<file path="config.mk">
export PLATFORM = sky130hd
export DESIGN_NAME = imem_fetch_controller
export DESIGN_NICKNAME = d
export VERILOG_FILES = /design/src/rtl/imem_pkg.sv /design/src/rtl/fetch_skid_buf.sv /design/src/rtl/imem_fetch_controller.sv
export SDC_FILE = /design/constraint.sdc
export NUM_CORES = 1
export LEC_CHECK = 0
export ABC_CLOCK_PERIOD_IN_PS = 1800
export BUFFER_PORTS_ARGS = -buffer_cell sky130_fd_sc_hd__clkbuf_2
export CELL_PAD_IN_SITES_DETAIL_PLACEMENT = 1
export CELL_PAD_IN_SITES_GLOBAL_PLACEMENT = 2
export CORE_UTILIZATION = 18
export CTS_CLUSTER_SIZE = 24
export DETAILED_ROUTE_END_ITERATION = 8
export PLACE_DENSITY = 0.83
export SETUP_SLACK_MARGIN = 0.02
export SYNTH_ARGS = -nofsm -noshare
export SYNTH_HDL_FRONTEND = slang
export SYNTH_SLANG_ARGS = --single-unit
</file>
<file path="constraint.sdc">
create_clock -name Clk -period 1.8 [get_ports Clk]
set_clock_uncertainty 0.05 [all_clocks]
set_input_delay 0.18 -clock Clk [delete_from_list [all_inputs] [get_ports Clk]]
set_output_delay 0.18 -clock Clk [all_outputs]
set_load 0.03 [all_outputs]
</file>
<file path="src/rtl/imem_pkg.sv">
// Shared types and defaults for the instruction-fetch controller and its skid buffer.
package imem_pkg;

    localparam int          IMEM_ADDR_W   = 5;
    localparam int          IMEM_RESET_PC = 0;
    localparam logic [31:0] NOP_INSTR     = 32'h0;

    typedef enum logic [1:0] {
        ST_IDLE,
        ST_RUN,
        ST_DRAIN
    } fetch_state_e;

endpackage

</file>
<file path="src/rtl/fetch_skid_buf.sv">
// One-entry {instr, pc} holding buffer: captures an item when empty, releases it on out_ready.
module fetch_skid_buf #(
    parameter int PC_W = 5
) (
    input  logic            clk,
    input  logic            srst,
    input  logic            flush,
    input  logic            in_valid,
    input  logic [31:0]     in_instr,
    input  logic [PC_W-1:0] in_pc,
    input  logic            out_ready,
    output logic            out_valid,
    output logic [31:0]     out_instr,
    output logic [PC_W-1:0] out_pc
);

    logic            valid_q, valid_d;
    logic [31:0]     instr_q, instr_d;
    logic [PC_W-1:0] pc_q, pc_d;

    // Producer only pushes while empty; a held entry stays put until released.
    always_comb begin
        valid_d = valid_q;
        instr_d = instr_q;
        pc_d    = pc_q;
        if (flush) begin
            valid_d = 1'b0;
        end else if (valid_q) begin
            if (out_ready) begin
                valid_d = 1'b0;
            end
        end else if (in_valid) begin
            valid_d = 1'b1;
            instr_d = in_instr;
            pc_d    = in_pc;
        end
    end

    always_ff @(posedge clk) begin
        if (srst) begin
            valid_q <= 1'b0;
            instr_q <= '0;
            pc_q    <= '0;
        end else begin
            valid_q <= valid_d;
            instr_q <= instr_d;
            pc_q    <= pc_d;
        end
    end

    assign out_valid = valid_q;
    assign out_instr = instr_q;
    assign out_pc    = pc_q;

endmodule

</file>
<file path="src/rtl/imem_fetch_controller.sv">
// Instruction fetch sequencer: issues one read per cycle, presents returned words with their PC,
// absorbs decode stalls with a one-entry skid buffer, redirects on branches, shares the port with a loader.
module imem_fetch_controller
    import imem_pkg::*;
#(
    parameter int ADDR_W   = IMEM_ADDR_W,
    parameter int RESET_PC = IMEM_RESET_PC
) (
    input  logic        Clk,
    input  logic        Reset,
    input  logic        Run,
    input  logic        Stall,
    input  logic        BranchTaken,
    input  logic [31:0] BranchTarget,
    input  logic        LdWe,
    input  logic [31:0] LdAddr,
    input  logic [31:0] LdData,
    output logic        LdErr,
    output logic [31:0] MemAddr,
    output logic        MemRe,
    output logic        MemWe,
    output logic [31:0] MemWdata,
    input  logic [31:0] MemRdata,
    output logic [31:0] Instr,
    output logic        InstrValid,
    output logic [31:0] InstrPC
);

    localparam logic [ADDR_W-1:0] START_PC = ADDR_W'(RESET_PC);

    fetch_state_e      state_q, state_d;
    logic [ADDR_W-1:0] pc_q, pc_d;
    logic              inflight_q, inflight_d;
    logic [ADDR_W-1:0] inflight_pc_q, inflight_pc_d;

    logic              skid_valid;
    logic [31:0]       skid_instr;
    logic [ADDR_W-1:0] skid_pc;

    logic              pres_valid;
    logic [31:0]       pres_instr;
    logic [ADDR_W-1:0] pres_pc;
    logic              issue;
    logic              pending_next;
    logic              ld_grant;
    logic              unused_addr_bits;

    // The skid entry is always older than any read arriving on MemRdata.
    assign pres_valid = skid_valid || inflight_q;
    assign pres_instr = skid_valid ? skid_instr : MemRdata;
    assign pres_pc    = skid_valid ? skid_pc : inflight_pc_q;

    // Holding off the read while Stall is high guarantees the single skid entry never overflows.
    assign issue        = (state_q == ST_RUN) && Run && !BranchTaken && !Stall;
    assign pending_next = (!BranchTaken && Stall && pres_valid) || issue;

    fetch_skid_buf #(
        .PC_W(ADDR_W)
    ) u_skid (
        .clk      (Clk),
        .srst     (Reset),
        .flush    (BranchTaken),
        .in_valid (inflight_q && Stall),
        .in_instr (MemRdata),
        .in_pc    (inflight_pc_q),
        .out_ready(!Stall),
        .out_valid(skid_valid),
        .out_instr(skid_instr),
        .out_pc   (skid_pc)
    );

    always_comb begin
        state_d       = state_q;
        pc_d          = pc_q;
        inflight_d    = issue;
        inflight_pc_d = pc_q;
        case (state_q)
            ST_IDLE: begin
                pc_d = START_PC;
                if (Run) begin
                    state_d = ST_RUN;
                end
            end
            ST_RUN: begin
                if (BranchTaken) begin
                    pc_d = BranchTarget[ADDR_W-1:0];
                end else if (issue) begin
                    pc_d = pc_q + ADDR_W'(1);
                end
                if (!Run) begin
                    state_d = pending_next ? ST_DRAIN : ST_IDLE;
                    pc_d    = START_PC;
                end
            end
            ST_DRAIN: begin
                pc_d = START_PC;
                if (!pending_next) begin
                    state_d = Run ? ST_RUN : ST_IDLE;
                end
            end
            default: begin
                state_d = ST_IDLE;
                pc_d    = START_PC;
            end
        endcase
    end

    always_ff @(posedge Clk) begin
        if (Reset) begin
            state_q       <= ST_IDLE;
            pc_q          <= START_PC;
            inflight_q    <= 1'b0;
            inflight_pc_q <= '0;
        end else begin
            state_q       <= state_d;
            pc_q          <= pc_d;
            inflight_q    <= inflight_d;
            inflight_pc_q <= inflight_pc_d;
        end
    end

    // Fetch never reads while Run is low, so the loader can use the port without arbitration.
    assign ld_grant = LdWe && !Run;
    assign LdErr    = LdWe && Run;
    assign MemWe    = ld_grant;
    assign MemRe    = issue;
    assign MemWdata = ld_grant ? LdData : '0;
    assign MemAddr  = ld_grant ? 32'(LdAddr[ADDR_W-1:0]) :
                      issue    ? 32'(pc_q) : '0;

    assign InstrValid = pres_valid;
    assign Instr      = pres_valid ? pres_instr : NOP_INSTR;
    assign InstrPC    = pres_valid ? 32'(pres_pc) : '0;

    assign unused_addr_bits = ^{BranchTarget[31:ADDR_W], LdAddr[31:ADDR_W]};

endmodule

</file>
Yosys cells after proc, flatten, opt, wreduce, memory -nomap -nowiden
Index checks and enable logic that the tools add are counted.
{"block": "classes", "n_eq_ne": 5, "n_bitwise": 4, "n_mux": 18, "n_reduce_logical": 19, "add_sub_neg": 1}
{"cell": "$mux 32", "count": 3}
{"cell": "$mux 5", "count": 6}
{"cell": "$logic_and 1x1->1", "count": 8}
{"cell": "$mux 2", "count": 4}
{"cell": "$ne 2x2->1 const B", "count": 3}
{"cell": "$pmux 2 s3", "count": 1}
{"cell": "$reduce_and 3->1", "count": 2}
{"cell": "$add 5x1->5 const B", "count": 1}
{"cell": "$mux 1", "count": 4}
{"cell": "$not 1->1", "count": 4}
{"cell": "$logic_not 1->1", "count": 3}
{"cell": "$reduce_or 3->1", "count": 1}
{"cell": "$eq 2x1->1 const B", "count": 1}
{"cell": "$eq 2x2->1 const B", "count": 1}
{"cell": "$logic_not 2->1", "count": 1}
{"cell": "$logic_or 1x1->1", "count": 2}
{"cell": "$reduce_bool 2->1", "count": 1}
{"cell": "$reduce_or 2->1", "count": 1}
{"block": "word_totals", "reg_bits": 51, "word_cells": 54, "inputBits": 134}

Logic depth before layout (Yosys ltp)
{"block": "depth", "ltp_word": 8, "depth_mapped": 7}

Modules after synthesis
A second synthesis with hierarchy kept.
{"block": "unflattened", "cells_unflattened": 367, "area_unflattened_um2": 3342.0}
{"module": "fetch_skid_buf", "cells_each": 165, "area_per_inst_um2": 1730.4, "n_inst": 1}
{"module": "imem_fetch_controller", "cells_each": 202, "area_per_inst_um2": 1611.5, "n_inst": 1}

Least setup slack after synthesis
Ideal clock, no wire load.
{"block": "synth_path", "path_kind": "register to output", "start": "reg inflight_q", "end": "out InstrPC[0]", "stages_incl_launch_ff": 5, "slack_ps": 119, "arrival_ps": 1451, "n_path_buf": 2, "t_required_ps": 1570, "cell_sequence": "dfxtp_1 > buf_2 > buf_2 > nand2_1 > o21ai_0"}
{"block": "synth_via", "elab_chain_cells": 2}
{"element": "from (decl)", "line_no": "imem_fetch_controller.sv:33", "text": "logic inflight_q, inflight_d;"}
{"element": "from (signal assigned)", "line_no": "imem_fetch_controller.sv:117", "text": "inflight_q <= inflight_d;"}
{"element": "$logic_or 1x1->1", "line_no": "imem_fetch_controller.sv:49", "text": "assign pres_valid = skid_valid || inflight_q;"}
{"element": "$mux 5", "line_no": "imem_fetch_controller.sv:133", "text": "assign InstrPC = pres_valid ? 32'(pres_pc) : '0;"}
{"element": "to (decl)", "line_no": "imem_fetch_controller.sv:26", "text": "output logic [31:0] InstrPC"}
Every way passes these cells.

Worst setup path after layout
{"block": "layout_path", "start": "reg state_q[1]", "end": "out MemAddr[0]"}
{"block": "layout_via", "elab_chain_cells": 6}
{"element": "from (decl)", "line_no": "imem_fetch_controller.sv:31", "text": "fetch_state_e state_q, state_d;"}
{"element": "from (signal assigned)", "line_no": "imem_fetch_controller.sv:115", "text": "state_q <= state_d;"}
{"element": "$eq 2x1->1", "line_no": "imem_fetch_controller.sv:54", "text": "assign issue = (state_q == ST_RUN) && Run && !BranchTaken && !Stall;"}
{"element": "$logic_and 1x1->1 (3 in a row)", "line_no": "imem_fetch_controller.sv:54"}
{"element": "$mux 5", "line_no": "imem_fetch_controller.sv:129", "text": "issue ? 32'(pc_q) : '0;"}
{"element": "$mux 5", "line_no": "imem_fetch_controller.sv:128", "text": "assign MemAddr = ld_grant ? 32'(LdAddr[ADDR_W-1:0]) :"}
{"element": "to (decl)", "line_no": "imem_fetch_controller.sv:19", "text": "output logic [31:0] MemAddr,"}
Every way passes these cells.

==> results.toml <==
[placement]
io_buffers = 157
gp_congestion = 0.655
dpl.hpwl_um = 6910
dpl_cell_area_sq_mm = 0.00391

[layout]
fin_util_pct = 24.5
nNetsFinal = 722
drive_gt1_share_pct = 31.5
design_area_sq_mm = 0.00410
fillers = 2138
antenna_cells = 0
area_growth_pct = 32.1

[timing]
fin_crit_ns = 1.69
max_freq_mhz = 591
setup_viol = 0
drv_slew = 0
timing.final.crit_share_pct = 94.0
finalSetupTns_ns = 0
finalHoldViolations = 0
rsz0062_at_grt = "true"

[synthesis]
synth-seq-cells = 51
syn_inst = 442
async_flop_share_pct = 0
ys_types = 34
yosysTopAreaCell = "dfxtp_1"
synth_warnings = 0
synth_edf_count = 0
yosysSeqAreaShare_pct = 32.9
synth_flop_cell = "dfxtp_1"
synth_top_area_share_pct = 32.9
mappedNetlistArea_sq_mm = 0.00310
avgSynthCellArea_sq_um = 7.02
synth.area.top_cells = "dfxtp_1, nand2_1, buf_4"

[critical_path]
end_kind = "primary output"
startpoint_type = "flop"
worst-path-buf-inv = 2
arrival_ns = 1.46
path_max_fanout = 6
worstPathCellList = "and4bb_2, nand2b_1, inv_2, a22o_1, clkbuf_4"
critPathMaxStageDelay_ns = 0.35
cp_top_family = "simple AND/OR/NAND/NOR gates"
required_ns = 1.57
worst_path_max_delay_cell = "dfxtp_1"
critPathKind = "flop to primary output"

[cts]
cts-buffers-inserted = 5
clockBufferDepth = 2
cts_tree = "done"
cts_max_level = 2
clockRootBuffer = "clkbuf_16"
clkLatencyLatePin_ns = 0.29
clk_pin_slew_worst_paths_ns = 0.07
cts.sinks = 51

[outcome]
status = "complete, no violations"

[routing]
drt-total-wl_um = 9300
drc = 0
drtPass1Iterations = 4
vias = 3108
viasPerCell = 3.85
drtIter0Drc = 85
wl_per_cell_um = 11.5
ant_nets = 0

[pwr]
vdd_drop_max_mv = 0.316
seqPwrFrac_pct = 42.1
intPower_mw = 1.95
fin_total_pwr_mw = 2.69
powerDensity_mw_per_mm2 = 658
cellLeakagePower_nw = 1.87
p_sw_share_pct = 27.8
p_comb_share_pct = 16.5
netSwitchingPower_mw = 0.748
p_clk_share_pct = 41.4

[floorplan]
die-area_sq_mm = 0.0178
die_w_um = 133
rows = 47
core_area_sq_mm = 0.0167
start_util_pct = 18.6
num_io_pins = 266
die_h_um = 133

[global_routing]
grt_overflow = 0
grt.total_usage_pct = 10.0
antenna_found_initial = 0
grt_max_degree = 41
grt_pass1_vias = 2878
grt_first_pass_wirelength_um = 14400

[run]
maxCapViolations = 0

[worst_hold_path]
min_path_type = "input port to flop"
worst paths after layout:
check | slack [ns] | cells after the start | start | to
setup / recovery | 0.11 | 5 | state_q[1] | MemAddr[0]
hold / removal | 0.07 | 3 | MemRdata[3] | u_skid.out_instr[3]
setup reg to reg | 0.39 | 5 | state_q[1] | inflight_pc_d[1]
hold reg to reg | 0.41 | 2 | u_skid.out_instr[5] | u_skid.out_instr[5]
per-stage QoR:
stage / instances / worst slack (ns) / hold WS (ns)
2_1_floorplan: 495 / 0.119 / 0.260
3_3_place_gp: 799 / 0.350 / 0.370
3_5_place_dp: 799 / 0.316 / 0.377
4_1_cts: 807 / 0.0546 / 0.0614
5_1_grt: 808 / 0.0101 / 0.0719
6_report: 808 / 0.108 / 0.0693
cell type report:
type | instances | area [sq um] | share of cell area, %
Multi-Input combinational cell | 359 | 1700 | 41.5
Clock inverter | 2 | 35.0 | 0.855
Inverter | 1 | 3.75 | 0.0916
Clock buffer | 6 | 139 | 3.39
Sequential cell | 51 | 1020 | 25.0
Timing Repair Buffer | 169 | 918 | 22.4
Tap cell | 220 | 275 | 6.72
cell families after synthesis:
logic type	count (synthesis)	share of synthesized area, %
multiplexers	3	1.01
other	1	0.121
AND/OR/NAND/NOR	213	31.1
adder cells (fa/ha/maj)	1	0.403
buffers and inverters	85	18.7
XOR/XNOR	3	0.847
AO/OA/AOI/OAI	85	14.8
flip-flops	51	32.9
cell usage after synthesis (2+ instances only):
cell type	count
a21oi_1	39
a22o_1	5
and2_1	33
buf_2	8
buf_4	55
buf_6	6
clkbuf_1	15
dfxtp_1	51
mux2i_1	2
nand2_1	150
nand2b_1	6
nand4_1	2
nor2_1	5
nor2b_1	7
o211a_1	2
o21ai_0	37
xnor2_1	2
timing repair:
item | in CTS | in global routing
buffers inserted | 0 | 1
gates resized for setup | 1 | 7
endpoints found under the setup margin | 5 | 6
hold buffers | 0 | 0
registers in the layout, summed over array words and instances, names as in the netlist:
signal	flops
inflight_q	1
u_skid.out_instr	32
u_skid.out_valid	1
u_skid.out_pc	5
inflight_pc_q	5
inflight_pc_d	5
state_q	2
worst min-delay path, stage by stage:
cell      delay (ns)
clkbuf_2        0.09
nand2_1         0.05
a21oi_1         0.05
per-layer routing:
layer | vias up | GRT usage, % | share of wire, %
li1 | 1588 | - | -
met1 | 1413 | 12.3 | 44
met2 | 99 | 17.7 | 49
met3 | 8 | 1.75 | 5.3
met4 | 0 | 3.35 | 1.5
met5 | - | 0 | 0
power by group through the flow:
stage          clock, mW  sequential [mW]  combinational (mW)
2_1_floorplan          0             1.16               0.390
3_3_place_gp           0             1.16               0.442
3_5_place_dp           0             1.16               0.446
4_1_cts             1.17             1.13               0.447
5_1_grt             1.21             1.13               0.478
6_report            1.12             1.13               0.445
cells in the final DEF, fill, tap and decap left out, types with 2 or more instances in the layout:
master	netlist	final
a21oi_1	39	39
a22o_1	5	5
and2_1	33	33
buf_12	0	3
buf_2	8	2
buf_4	55	9
clkbuf_16	0	5
clkbuf_2	0	153
clkbuf_4	0	2
conb_1	1	54
dfxtp_1	51	50
mux2i_1	2	2
nand2_1	150	150
nand2b_1	6	6
nand4_1	2	2
nor2_1	5	5
nor2b_1	7	6
o211a_1	2	2
o21ai_0	37	37
xnor2_1	2	2
(Power assumes the default switching activity.)
